File: config.mk
export PLATFORM = sky130hd
export DESIGN_NAME = ex_mem_stage_buf
export DESIGN_NICKNAME = d
export VERILOG_FILES = /design/src/rtl/ex_mem_stage_buf.sv
export SDC_FILE = /design/constraint.sdc
export NUM_CORES = 1
export LEC_CHECK = 0
export ABC_AREA = 1
export CORE_MARGIN = 3
export CORE_UTILIZATION = 51
export DETAILED_ROUTE_END_ITERATION = 8
export DONT_BUFFER_PORTS = 1
export GPL_ROUTABILITY_DRIVEN = 0
export HOLD_SLACK_MARGIN = 0.15
export PLACE_DENSITY = 0.7
export SYNTH_ARGS = -nofsm -noshare
export SYNTH_HDL_FRONTEND = slang
export SYNTH_SLANG_ARGS = --single-unit
File: constraint.sdc
create_clock -name CLOCK -period 1.8 [get_ports CLOCK]
set_input_delay 0.54 -clock CLOCK [delete_from_list [all_inputs] [get_ports CLOCK]]
set_output_delay 0.54 -clock CLOCK [all_outputs]
set_load 0.02 [all_outputs]
File: src/rtl/ex_mem_stage_buf.sv
// EX/MEM pipeline boundary: valid/ready handshake with a two-entry skid buffer
// (output register O plus skid register S), flush on redirect, valid-gated
// write enables, branch-taken resolve and a saturating output-bubble counter.
module ex_mem_stage_buf #(
  parameter int unsigned DATA_W       = 32,
  parameter int unsigned REG_ADDR_W   = 5,
  parameter int unsigned BUBBLE_CNT_W = 16
) (
  input  logic                    CLOCK,
  input  logic                    RESET,
  input  logic                    FLUSH,
  input  logic                    IN_VALID,
  output logic                    IN_READY,
  input  logic                    RegWriteEN_In,
  input  logic                    Mem2RegSEL_In,
  input  logic                    MemWriteEN_In,
  input  logic                    Beq_In,
  input  logic                    Bne_In,
  input  logic                    ZeroFlag_In,
  input  logic [DATA_W-1:0]       ALUResult_In,
  input  logic [DATA_W-1:0]       WriteData_In,
  input  logic [DATA_W-1:0]       PC_In,
  input  logic [REG_ADDR_W-1:0]   WriteBackRegAddr_In,
  output logic                    OUT_VALID,
  input  logic                    OUT_READY,
  output logic                    RegWriteEN_Out,
  output logic                    Mem2RegSEL_Out,
  output logic                    MemWriteEN_Out,
  output logic                    Beq_Out,
  output logic                    Bne_Out,
  output logic                    ZeroFlag_Out,
  output logic [DATA_W-1:0]       ALUResult_Out,
  output logic [DATA_W-1:0]       WriteData_Out,
  output logic [DATA_W-1:0]       PC_Out,
  output logic [REG_ADDR_W-1:0]   WriteBackRegAddr_Out,
  output logic                    BranchTaken_Out,
  output logic [BUBBLE_CNT_W-1:0] BubbleCount
);

  typedef struct packed {
    logic                  reg_write;
    logic                  mem2reg;
    logic                  mem_write;
    logic                  beq;
    logic                  bne;
    logic                  zero;
    logic [DATA_W-1:0]     alu_result;
    logic [DATA_W-1:0]     write_data;
    logic [DATA_W-1:0]     pc;
    logic [REG_ADDR_W-1:0] wb_addr;
  } entry_t;

  localparam logic [BUBBLE_CNT_W-1:0] CNT_MAX = '1;

  entry_t                  o_q, o_d;
  entry_t                  s_q, s_d;
  logic                    ov_q, ov_d;
  logic                    sv_q, sv_d;
  logic [BUBBLE_CNT_W-1:0] cnt_q, cnt_d;
  entry_t                  in_entry;
  logic                    acc;
  logic                    drain;

  // Pack the EX-side fields into one entry.
  always_comb begin
    in_entry            = '0;
    in_entry.reg_write  = RegWriteEN_In;
    in_entry.mem2reg    = Mem2RegSEL_In;
    in_entry.mem_write  = MemWriteEN_In;
    in_entry.beq        = Beq_In;
    in_entry.bne        = Bne_In;
    in_entry.zero       = ZeroFlag_In;
    in_entry.alu_result = ALUResult_In;
    in_entry.write_data = WriteData_In;
    in_entry.pc         = PC_In;
    in_entry.wb_addr    = WriteBackRegAddr_In;
  end

  // Next-state for the two-entry buffer and the bubble counter.
  always_comb begin
    o_d   = o_q;
    s_d   = s_q;
    ov_d  = ov_q;
    sv_d  = sv_q;
    cnt_d = cnt_q;
    acc   = IN_VALID & ~sv_q;
    drain = ov_q & OUT_READY;

    if (!ov_q && (cnt_q != CNT_MAX)) begin
      cnt_d = cnt_q + BUBBLE_CNT_W'(1);
    end

    if (FLUSH) begin
      // Data fields are left as-is; only the valids matter after a flush.
      ov_d = 1'b0;
      sv_d = 1'b0;
    end else if (sv_q) begin
      if (drain) begin
        o_d  = s_q;
        sv_d = 1'b0;
      end
    end else if (!ov_q || drain) begin
      if (acc) begin
        o_d = in_entry;
      end
      ov_d = acc;
    end else if (acc) begin
      s_d  = in_entry;
      sv_d = 1'b1;
    end
  end

  // State registers with synchronous reset.
  always_ff @(posedge CLOCK) begin
    if (RESET) begin
      o_q   <= '0;
      s_q   <= '0;
      ov_q  <= 1'b0;
      sv_q  <= 1'b0;
      cnt_q <= '0;
    end else begin
      o_q   <= o_d;
      s_q   <= s_d;
      ov_q  <= ov_d;
      sv_q  <= sv_d;
      cnt_q <= cnt_d;
    end
  end

  // Outputs are taken straight from flops; enables are gated by valid.
  assign IN_READY             = ~sv_q;
  assign OUT_VALID            = ov_q;
  assign RegWriteEN_Out       = ov_q & o_q.reg_write;
  assign MemWriteEN_Out       = ov_q & o_q.mem_write;
  assign Mem2RegSEL_Out       = o_q.mem2reg;
  assign Beq_Out              = o_q.beq;
  assign Bne_Out              = o_q.bne;
  assign ZeroFlag_Out         = o_q.zero;
  assign ALUResult_Out        = o_q.alu_result;
  assign WriteData_Out        = o_q.write_data;
  assign PC_Out               = o_q.pc;
  assign WriteBackRegAddr_Out = o_q.wb_addr;
  assign BranchTaken_Out      = ov_q & ((o_q.beq & o_q.zero) | (o_q.bne & ~o_q.zero));
  assign BubbleCount          = cnt_q;

endmodule

Yosys cells after proc, flatten, opt, wreduce, memory -nomap -nowiden
Index checks and enable logic that the tools add are counted.

Bits in registers: 232. Output and inout port bits: 126.

Add/sub/neg operators: 1. Equal/unequal tests: 2. Muxes and demuxes: 8. Bitwise operators: 12. Reductions and logical operators: 9.

Operator list (count): 107-bit 2-to-1 mux (4); 16-bit by 1-bit adder with 16-bit output (second input constant) (1); 16-bit inequality test (second input constant) (1); 4-bit AND reduction (2); 1-bit bitwise AND (7); 1-bit 2-to-1 mux (4); 1-bit NOT (4); 2-bit nonzero test (2); 2-bit by 1-bit inequality test with 1-bit output (second input constant) (1); 2-bit AND reduction (1); 2-bit OR reduction (1); 1-bit logical AND (1); 1-bit zero test (1); 1-bit logical OR (1); 1-bit OR (1).

Depth between registers and ports, before layout
Gate-level depths: netlist (run 1).

Depth after elaboration: 5. Depth in mapped cells: 10.

Worst setup path after synthesis (run 1)
Ideal clock, no wire load.

Kind: register to output. From: register ov_q, in the netlist OUT_VALID. To: output BranchTaken_Out. Arrival: 1.048 ns. Data required time: 1.260 ns. Setup slack: 0.212 ns. Cell stages (with the launch flop): 4. Path buffers: 1. Cells stage by stage: dfxtp_1 buf_4 o21ai_0 a21oi_1.

Word-level cells in the longest chain between the ends: 1.

Ends and longest elaborated chain: start, declared (RTL line 57) `logic ov_q, ov_d;`; start signal, assigned (RTL line 124) `ov_q <= ov_d;`; 1-bit bitwise AND (RTL line 143) `assign BranchTaken_Out = ov_q & ((o_q.beq & o_q.zero) | (o_q.bne & ~o_q.zero));`; end, declared (RTL line 36) `output logic BranchTaken_Out,`.

Every way passes these cells.

Worst setup path after layout (run 1)
Same ends and word-level chain as after synthesis.

==> results.md, run 1 <==
* Crit Reg-Reg Endpoint: o_q[104]$_SDFFE_PP0P_
* Synth Area in Compound Gates at 18.3%
* H-tree depth at 1
* Dpl ws at 0.0866 ns
* Vias post-DR at 8255
* Most Used Layer, Global Route: met2
* Root Buffer: clkbuf_16
* Die Y at around 150 um
* Drc violations at 0
* GRT Total Usage at 20.5%
* Cell Pwr Density at 1110 nW/um2
* Simple-Gate Fraction of Synth Area at between 20% and 30%
* Slew Viols, Final at 0
* Antenna cells at 0
* Drt pass-1 iters at 7
* Total Wirelength at between 20000 and 25000 um
* Placed cell count at 1474
* Synth cell types at 28
* I/O pins at 238
* Final Util at 55.7%
* Outcome: finished with violations
* Initial antenna violation count at 0
* Largest net degree at the start of global routing at roughly 140
* Synth top area cells: dfxtp_1 (45%), nor2_1 (9.2%), o21ai_0 (8.3%)
* Synthesized area at ~10000 um2
* Post-Synth Adder-Cell Area at 0.121%
* Met2 global-route usage at 33.2%
* CTS max path bufs at 3
* Final period util at 105%
* First-pass GRT wire length at 38100 um
* F_max at 531 MHz
* Vias per Instance at between 5 and 6
* Hold path startpoint: ALUResult_In[8]
* # rows at 51
* Antenna-violating nets left at 0
* Port bufs at 0
* Hold depth at 2
* Share of post-route cells with drive strength above 1 at under 10%
* Combinational family with the most area after synthesis: simple AND/OR/NAND/NOR gates
* Worst R2R Start: OUT_VALID$_SDFFE_PP0P_
* Post-synth top area share at 45.0%
* Hold WC Path Type: input port to flop
* Clk_lat worst skew at 0.51 ns
* Remaining global-route overflow at 0
* Max_cap viols at 0
* Post-synthesis net count at 1476
* CTS clk-pin slew, worst paths at 0.06 ns
* Min Tclk post-route at 1.88 ns
* DR WL/cell at approximately 16 um
* Synth Area in XOR/XNOR at 0.0848%
* TritonCTS Buffers at 25
* CP startpoint kind: flop
* Post-synthesis instance total at 1363
* Vias in the first global route at 7437
* Die span in x at 148 um
* FF-to-FF setup slack at roughly 0.15 ns
* Final setup margin at -0.0821 ns
* Initial Utilization at roughly 53%
* Critical Path Sink Type: primary output
* Seq/Total Area, Yosys at 45.0%
* Met1 GRT Util at 26.5%
* CP Max Fanout at 8
* Initial drt markers at around 570
* VDD IR max at 0.658 mV
* Setup violators final at 1
* Skew final at 0.00825 ns
* Worst R2R Path Depth at 9
* Max-Slew Margin vs Limit at 59.7%
* CTS tree: built
* Clock Sinks at 232
* Failing checks: negative setup slack
* Critical Path RT at 1.26 ns
* #FFs+latches synth at 232
* Worst Hold End: s_q[77]$_SDFFE_PP0P_
* Most frequent cells in the layout: nor2_1 (252), dfxtp_1 (229), nand2_1 (222)
* Synth warn at 0
* Floorplan core area at 19700 um2
* WP data arrival at 1.34 ns
* Worst Tran Pin Value at 0.605 ns
* Multiplexer share of the synthesized area at 0%
* Final Total Pwr at 12.1 mW
* RSZ-0062 raised after global routing: true
* Cell taking the most area after synthesis: dfxtp_1
* Critical setup path kind: flop to primary output
* Number of nets in the layout at 1361
* Most common cell after layout, fill and taps aside: nor2_1
* Synthesized area per cell at 7.57 um2
* Static leakage at between 4 and 5 nW
* Finished Layout Cells at 1532
* Met3 usage at 6.95%
* Area growth, synth to finish at 6.05%
* Endpoints failing hold at 0
* HPWL Detailed at 15200 um
* Die area at 22000 um2
[worst max-delay path, stage by stage (launching register included)]
cell and delay, ns:
dfxtp_4 0.36, buf_12 0.13, o21ai_2 0.05, a21oi_1 0.12, buf_4 0.16
[layer usage]
| layer | vias up | share of wire, % |
|---|---|---|
| li1 | 4134 | - |
| met1 | 3787 | 42 |
| met2 | 294 | 46 |
| met3 | 40 | 10 |
| met4 | 0 | 2.1 |
| met5 | - | 0 |
[metrics by stage]
step           area (um2)  hold slack [ns]  setup TNS [ns]
2_1_floorplan       10300            0.455               0
3_3_place_gp         9850            0.462               0
3_5_place_dp         9850            0.471               0
4_1_cts             10900            0.153          -0.110
5_1_grt             10900            0.157          -0.135
6_report            10900            0.169         -0.0821
[how the worst max path moves through the flow]
stage                                 startpoint                            end  slack [ns]  cells after the start
after global routing      OUT_VALID$_SDFFE_PP0P_                BranchTaken_Out       -0.13                      4
after floorplan           OUT_VALID$_SDFFE_PP0P_                BranchTaken_Out        0.21                      3
after detailed placement                IN_VALID  ALUResult_Out[2]$_SDFFE_PP0P_        0.09                      8
after CTS                 OUT_VALID$_SDFFE_PP0P_                BranchTaken_Out       -0.11                      4
final                     OUT_VALID$_SDFFE_PP0P_                BranchTaken_Out       -0.08                      4
after global placement                 OUT_READY  ALUResult_Out[4]$_SDFFE_PP0P_        0.12                      8
[registers in the layout, summed over array words and instances, names as in the netlist]
register,cells
Bne_Out,1
sv_q,1
WriteData_Out,32
PC_Out,32
BubbleCount,16
s_q,107
ALUResult_Out,32
Beq_Out,1
ZeroFlag_Out,1
OUT_VALID,1
Mem2RegSEL_Out,1
o_q,2
WriteBackRegAddr_Out,5
[timing repair]
item                       in CTS  in global routing
hold endpoints to repair       11                  0
gates resized for setup         8                  7
setup endpoints to repair       3                 31
setup buffers                   1                  0
gates cloned                    0                  1
hold buffers                   10                  0
[report_power, final]
group / switching (mW) / total, mW / internal, mW
registers: 0.350 / 5.70 / 5.35
clock network: 2.11 / 5.69 / 3.58
logic: 0.429 / 0.740 / 0.310
total: 2.88 / 12.1 / 9.24
[cells in the mapped netlist]
| cell | instances |
|---|---|
| a21oi_1 | 49 |
| and3_1 | 1 |
| buf_1 | 1 |
| buf_12 | 1 |
| buf_2 | 19 |
| buf_4 | 107 |
| buf_6 | 11 |
| clkbuf_1 | 59 |
| dfxtp_1 | 232 |
| ha_1 | 1 |
| inv_1 | 50 |
| inv_2 | 2 |
| inv_4 | 2 |
| nand2_1 | 222 |
| nand2_2 | 1 |
| nand2_4 | 1 |
| nand3_1 | 87 |
| nand4_1 | 3 |
| nor2_1 | 252 |
| nor2_2 | 1 |
| nor2_4 | 1 |
| nor3_1 | 4 |
| o211a_1 | 72 |
| o21a_1 | 1 |
| o21ai_0 | 172 |
| o21ai_1 | 9 |
| o21ai_2 | 1 |
| xor2_1 | 1 |
[cells by family after synthesis]
logic type | Yosys count
AOI/OAI and AO/OA | 304
xor gates and xnor gates | 1
adders and majority gates | 1
buffers and inverters | 252
DFF | 232
and+or+nand+nor | 573
[area by class of cell]
cell class | count | area (um2)
fill | 1831 | 8710
sequential | 232 | 4650
multi-input combinational | 879 | 4210
clock buffer | 31 | 688
timing repair buffer | 56 | 607
tap | 265 | 332
clock inverter | 15 | 238
inverter | 54 | 218
Note: power is estimated with default switching activity, not from simulation.
==> run 2, diff against run 1 <==
Settings changed: CTS_CLUSTER_SIZE set to 24.
==> results of run 2 <==
No change in the layout: final DEF, timing and power equal those of run 1.
